**config.mk**
```make
export PLATFORM = sky130hd
export DESIGN_NAME = fifo_write_arbiter
export DESIGN_NICKNAME = d
export VERILOG_FILES = /design/src/rtl/fifo_arb_pkg.sv /design/src/rtl/fifo_write_arbiter_rr_pick.sv /design/src/rtl/fifo_write_arbiter.sv
export SDC_FILE = /design/constraint.sdc
export NUM_CORES = 1
export LEC_CHECK = 0
export ABC_AREA = 0
export CAP_MARGIN = 20
export CORE_MARGIN = 4
export CORE_UTILIZATION = 40
export CTS_CLUSTER_DIAMETER = 30
export DETAILED_ROUTE_END_ITERATION = 7
export GPL_TIMING_DRIVEN = 0
export PLACE_DENSITY_LB_ADDON = 0.05
export REMOVE_ABC_BUFFERS = 1
export SETUP_SLACK_MARGIN = 0.3
export SLEW_MARGIN = 20
export SYNTH_ARGS = -nofsm -noshare
export SYNTH_HDL_FRONTEND = slang
export SYNTH_SLANG_ARGS = --single-unit
```
**constraint.sdc**
```tcl
create_clock -name clk -period 3.52 [get_ports clk]
set_clock_uncertainty 0.15 [all_clocks]
set_input_delay 0.704 -clock clk [delete_from_list [all_inputs] [get_ports clk]]
set_output_delay 0.704 -clock clk [all_outputs]
set_load 0.05 [all_outputs]
```
**src/rtl/fifo_arb_pkg.sv**
```systemverilog
// rtl/fifo_arb_pkg.sv - shared types and helpers for the FIFO write arbiter
package fifo_arb_pkg;

    typedef enum logic {
        IDLE  = 1'b0,
        BURST = 1'b1
    } arb_state_t;

    // Index of the set bit in a one-hot vector; 0 when no bit is set.
    function automatic int unsigned onehot_to_idx(input logic [31:0] v);
        int unsigned idx;
        idx = 0;
        for (int i = 0; i < 32; i++) begin
            if (v[i]) idx = i;
        end
        return idx;
    endfunction

endpackage

```
**src/rtl/fifo_write_arbiter_rr_pick.sv**
```systemverilog
// rtl/fifo_write_arbiter_rr_pick.sv - combinational round-robin picker
module rr_pick #(
    parameter int N_REQ = 4,
    parameter int IW    = $clog2(N_REQ)
) (
    input  logic [N_REQ-1:0] req,
    input  logic [IW-1:0]    rr_ptr,
    output logic             found,
    output logic [IW-1:0]    idx
);

    logic [IW-1:0]    start;
    logic [N_REQ-1:0] rot;
    logic [IW-1:0]    off;

    // Modulo-N_REQ add by compare, so non-power-of-two N_REQ wraps correctly.
    function automatic logic [IW-1:0] wrap_add(input logic [IW-1:0] a, input logic [IW-1:0] b);
        logic [IW:0] sum;
        sum = {1'b0, a} + {1'b0, b};
        if (sum > (IW+1)'(N_REQ - 1)) sum = sum - (IW+1)'(N_REQ);
        return sum[IW-1:0];
    endfunction

    assign start = (rr_ptr == IW'(N_REQ - 1)) ? '0 : rr_ptr + 1'b1;

    always_comb begin
        rot = '0;
        for (int k = 0; k < N_REQ; k++) begin
            rot[k] = req[wrap_add(start, IW'(k))];
        end
    end

    always_comb begin
        off = '0;
        for (int k = N_REQ - 1; k >= 0; k--) begin
            if (rot[k]) off = IW'(k);
        end
    end

    assign found = |rot;
    assign idx   = wrap_add(start, off);

endmodule

```
**src/rtl/fifo_write_arbiter.sv**
```systemverilog
// rtl/fifo_write_arbiter.sv - round-robin burst arbiter for an async FIFO write port
module fifo_write_arbiter
    import fifo_arb_pkg::*;
#(
    parameter int N_REQ     = 4,
    parameter int DW        = 8,
    parameter int MAX_BURST = 8
) (
    input  logic                     clk,
    input  logic                     rst,
    input  logic [N_REQ-1:0]         req,
    input  logic [N_REQ-1:0]         last,
    input  logic [N_REQ*DW-1:0]      req_data,
    output logic [N_REQ-1:0]         gnt,
    output logic [N_REQ-1:0]         accept,
    input  logic                     fifo_wenable,
    output logic                     fifo_winc,
    output logic [DW-1:0]            fifo_wdata,
    output logic                     busy,
    output logic [$clog2(N_REQ)-1:0] owner
);

    localparam int IW = $clog2(N_REQ);
    localparam int CW = $clog2(MAX_BURST + 1);

    arb_state_t       state, state_nx;
    logic [N_REQ-1:0] gnt_nx;
    logic [IW-1:0]    owner_nx;
    logic [IW-1:0]    rr_ptr, rr_ptr_nx;
    logic [CW-1:0]    beat_cnt, beat_cnt_nx, beat_inc;
    logic             pick_found;
    logic [IW-1:0]    pick_idx;
    logic [IW-1:0]    sel;
    logic             burst_end;

    rr_pick #(.N_REQ(N_REQ)) u_rr_pick (
        .req    (req),
        .rr_ptr (rr_ptr),
        .found  (pick_found),
        .idx    (pick_idx)
    );

    assign accept     = gnt & req & {N_REQ{fifo_wenable}};
    assign fifo_winc  = |accept;
    assign sel        = IW'(onehot_to_idx(32'(gnt)));
    assign fifo_wdata = (gnt == '0) ? '0 : req_data[sel*DW +: DW];
    assign busy       = (state == BURST);
    assign beat_inc   = beat_cnt + 1'b1;

    always_comb begin
        state_nx    = state;
        gnt_nx      = gnt;
        owner_nx    = owner;
        rr_ptr_nx   = rr_ptr;
        beat_cnt_nx = beat_cnt;
        burst_end   = 1'b0;
        case (state)
            IDLE: begin
                if (pick_found) begin
                    gnt_nx           = '0;
                    gnt_nx[pick_idx] = 1'b1;
                    owner_nx         = pick_idx;
                    beat_cnt_nx      = '0;
                    state_nx         = BURST;
                end
            end
            BURST: begin
                // A stalled FIFO with the owner still requesting leaves everything frozen.
                if (!req[owner]) begin
                    burst_end = 1'b1;
                end else if (fifo_wenable) begin
                    beat_cnt_nx = beat_inc;
                    if (last[owner] || beat_inc == CW'(MAX_BURST)) burst_end = 1'b1;
                end
                if (burst_end) begin
                    gnt_nx    = '0;
                    rr_ptr_nx = owner;
                    state_nx  = IDLE;
                end
            end
            default: state_nx = IDLE;
        endcase
    end

    always_ff @(posedge clk or posedge rst) begin
        if (rst) begin
            state    <= IDLE;
            gnt      <= '0;
            owner    <= '0;
            rr_ptr   <= IW'(N_REQ - 1);
            beat_cnt <= '0;
        end else begin
            state    <= state_nx;
            gnt      <= gnt_nx;
            owner    <= owner_nx;
            rr_ptr   <= rr_ptr_nx;
            beat_cnt <= beat_cnt_nx;
        end
    end

endmodule
```
==> reports/metrics.cfg <==
[cells_and_area]
synthToLayoutAreaGrowth_pct = 54.3
layout-drive-gt1-share_pct = 14.9
fill_cells = 280
diodes = 0
finalNetCount = 256
finalNonFillerCells = 252

[floorplanning]
die_x_um = 64.2
core_sq_mm = 0.00303
initial_core_util_pct = 41.7
die_area_sq_mm = 0.00412
fp-row-count = 20
die_h_um = 64.2
pin_count = 63

[run]
cap_violations = 0

[timing]
setup_viol = 0
rsz0062_at_grt = no
slew_violations = 0
fin_crit_sh_pct = 89.2
worst_slew_pin_slew_ps = 527
min_period_ps = 3140
fmax_mhz = 318
slew_headroom_pct = 64.8
hold_viol_final = 0

[cts]
htree_levels = 1
clk_path_buf_depth = 2
tritoncts = yes
clkLatencyLatePin_ps = 270
cts_buffers = 3
ctsRootBufferMaster = clkbuf_4
cts_num_sinks = 13
clk_pin_slew_ps = 70

[grt]
antenna_found_initial = 0
grt_util_all_layers_pct = 19.9
grt_first_pass_wirelength_um = 6620
grt-ovfl-total = 0
grt_pass1_vias = 1371
grt_max_degree = 22

[yosys]
synth_area_sq_mm = 0.00126
postSynthCellCount = 146
synth.avg_cell_area_sq_um = 8.65
yosysWarnings = 0
yosysUniqueCellTypes = 42
synth-seq-cells = 13
ys_seq_area_share_pct = 26.0

[critical_path]
cp_max_fo = 8
end_kind = primary output
crit_start = req[2]
crit_type = input port to primary output
worstPathArrival_ps = 2290
timing.rr.start = rr_ptr[0]
cp-start-kind = input port
worstPathRequired_ps = 2670

[routing]
wl_um = 4030
viasPerCell = 5.61
drt-initial-drc-count = 88
ant_nets = 0
num_vias = 1414
drt_pre_antenna_iters = 4
drcViolationCount = 0
wl_per_cell_um = 16.0

[power]
power.leakage_uw = 0.000885
cellPowerDensity_mw_per_mm2 = 904
finalPower_uw = 1760
ir_drop_v = 0.000625

[placed_design]
hpwl_um = 3170
port_buffers = 62
gp_congestion = 0.794
place_inst = 246

[worst_hold_path]
min_from = beat_cnt[3]
holdCritPathClass = register to register

[outcome]
outcome = finished, final reports clean

==> logic make-up (layout without fill, tap and decap cells) <==
family          count (synthesis)  in the layout  share of synthesized area (%)
compound gates                 58             58                           33.7
flops                          13             13                           26.0
mux                            12             12                           13.1
simple gates                   40             40                           15.1
fa+ha+maj                       4              4                           3.96
xor+xnor                        4              4                           2.78
buf+inv                        15             77                           5.45
==> state kept, by name (all words and copies together) (netlist names) <==
| signal | flops |
|---|---|
| rr_ptr | 2 |
| busy | 1 |
| owner | 2 |
| beat_cnt | 4 |
| gnt | 4 |
==> area by class of cell <==
cell class                 count  area [sq um]  area share, %
inverter                       9          33.8           1.73
tap                           44          55.1           2.83
sequential                    13           329           16.9
clock buffer                   4          26.3           1.35
timing repair buffer          64           623           32.0
multi-input combinational    118           881           45.2
==> cell usage after synthesis <==
cell       instances  area, sq um
o21ai_0           15         75.1
nor2_1            13         48.8
a21oi_1           11         55.1
dfrtp_1           11          275
nand2_1           10         37.5
inv_1              9         33.8
a221o_1            8         80.1
mux2_2             5         56.3
o22ai_1            5         31.3
a22oi_1            4         30.0
and3_1             4         25.0
ha_1               4         50.1
nand3_1            4         20.0
clkbuf_1           3         11.3
mux2i_1            3         30.0
mux4_2             3         67.6
xor2_1             3         26.3
a21o_1             2         15.0
a32oi_2            2         32.5
and2_1             2         12.5
dfstp_2            2         52.6
nand3b_1           2         15.0
o21ai_1            2         10.0
a21bo_2            1         10.0
a21boi_1           1         7.51
a21oi_2            1         8.76
a22o_1             1         8.76
a22oi_2            1         12.5
buf_2              1         5.00
buf_4              1         7.51
buf_6              1         11.3
mux2_1             1         11.3
nor2b_1            1         6.26
nor3_1             1         5.00
o211a_1            1         10.0
o2bb2ai_2          1         15.0
o31ai_1            1         7.51
o32ai_2            1         16.3
or2_1              1         6.26
or2_2              1         6.26
or4_1              1         7.51
xnor2_1            1         8.76
==> where the power goes <==
part / total [uW] / switching, uW / internal, uW
clock: 91.0 / 47.0 / 43.9
sequential: 296 / 83.5 / 213
combinational: 1370 / 824 / 549
total: 1760 / 955 / 806
==> cell usage in the layout (no fill, tap or decap), types with 3 or more instances in the layout <==
cell type        netlist  routed
o22ai_1                5       5
ha_1                   4       3
clkbuf_2               0       4
clkbuf_4               0       3
a21oi_1               11      11
mux2i_1                3       3
nand2_1               10      10
clkdlybuf4s50_1        0      49
o21ai_0               15      15
dlymetal6s2s_1         0       5
nor2_1                13      13
dlygate4sd2_1          0       4
a22oi_1                4       4
a221o_1                8       8
mux2_2                 5       5
and3_1                 4       4
nand3_1                4       4
mux4_2                 3       3
dfrtp_1               11      10
inv_1                  9       9
==> metrics by stage <==
| step | hold slack [ps] | utilization (%) | area, sq um | setup WS, ps | setup TNS (ps) |
|---|---|---|---|---|---|
| floorplan | 364 | - | 1230 | 350 | 0 |
| global placement | 391 | 62.9 | 1900 | -54.5 | -54.5 |
| detailed placement | 410 | 62.9 | 1900 | -72.1 | -72.1 |
| CTS | 426 | 63.8 | 1930 | 205 | 0 |
| global route | 440 | 64.3 | 1950 | 331 | 0 |
| finish | 418 | 64.3 | 1950 | 379 | 0 |
==> worst paths after layout <==
check | slack (ps) | to | depth (start not counted)
max | 380 | fifo_winc | 4
min | 420 | beat_cnt[3] | 2
max reg2reg | 560 | gnt[3] | 11
min reg2reg | 420 | beat_cnt[3] | 2
max in group asynchronous | 2280 | gnt[3] | 2
min in group asynchronous | 590 | owner[0] | 2
==> what timing repair did <==
action | in CTS | in global routing
buffers inserted | 1 | 1
endpoints found under the setup margin | 15 | 14
resized for setup | 10 | 15
hold buffers | 0 | 0
==> worst max-delay path: stages <==
cell and delay [ps]:
clkdlybuf4s50_1 560, and3_1 250, or4_1 520, clkbuf_2 250
==> routing by layer <==
layer  routed length (um)  up-vias  share of wire (%)  global-route usage [%]
met2                 1920       62                 48                    35.6
li1                     -      678                  -                       -
met3                  261        5                6.5                    1.76
met4                   32        0               0.79                    3.96
met1                 1820      669                 45                    26.1
met5                    0        -                  0                       0
Power figures use the tool's default switching activity.
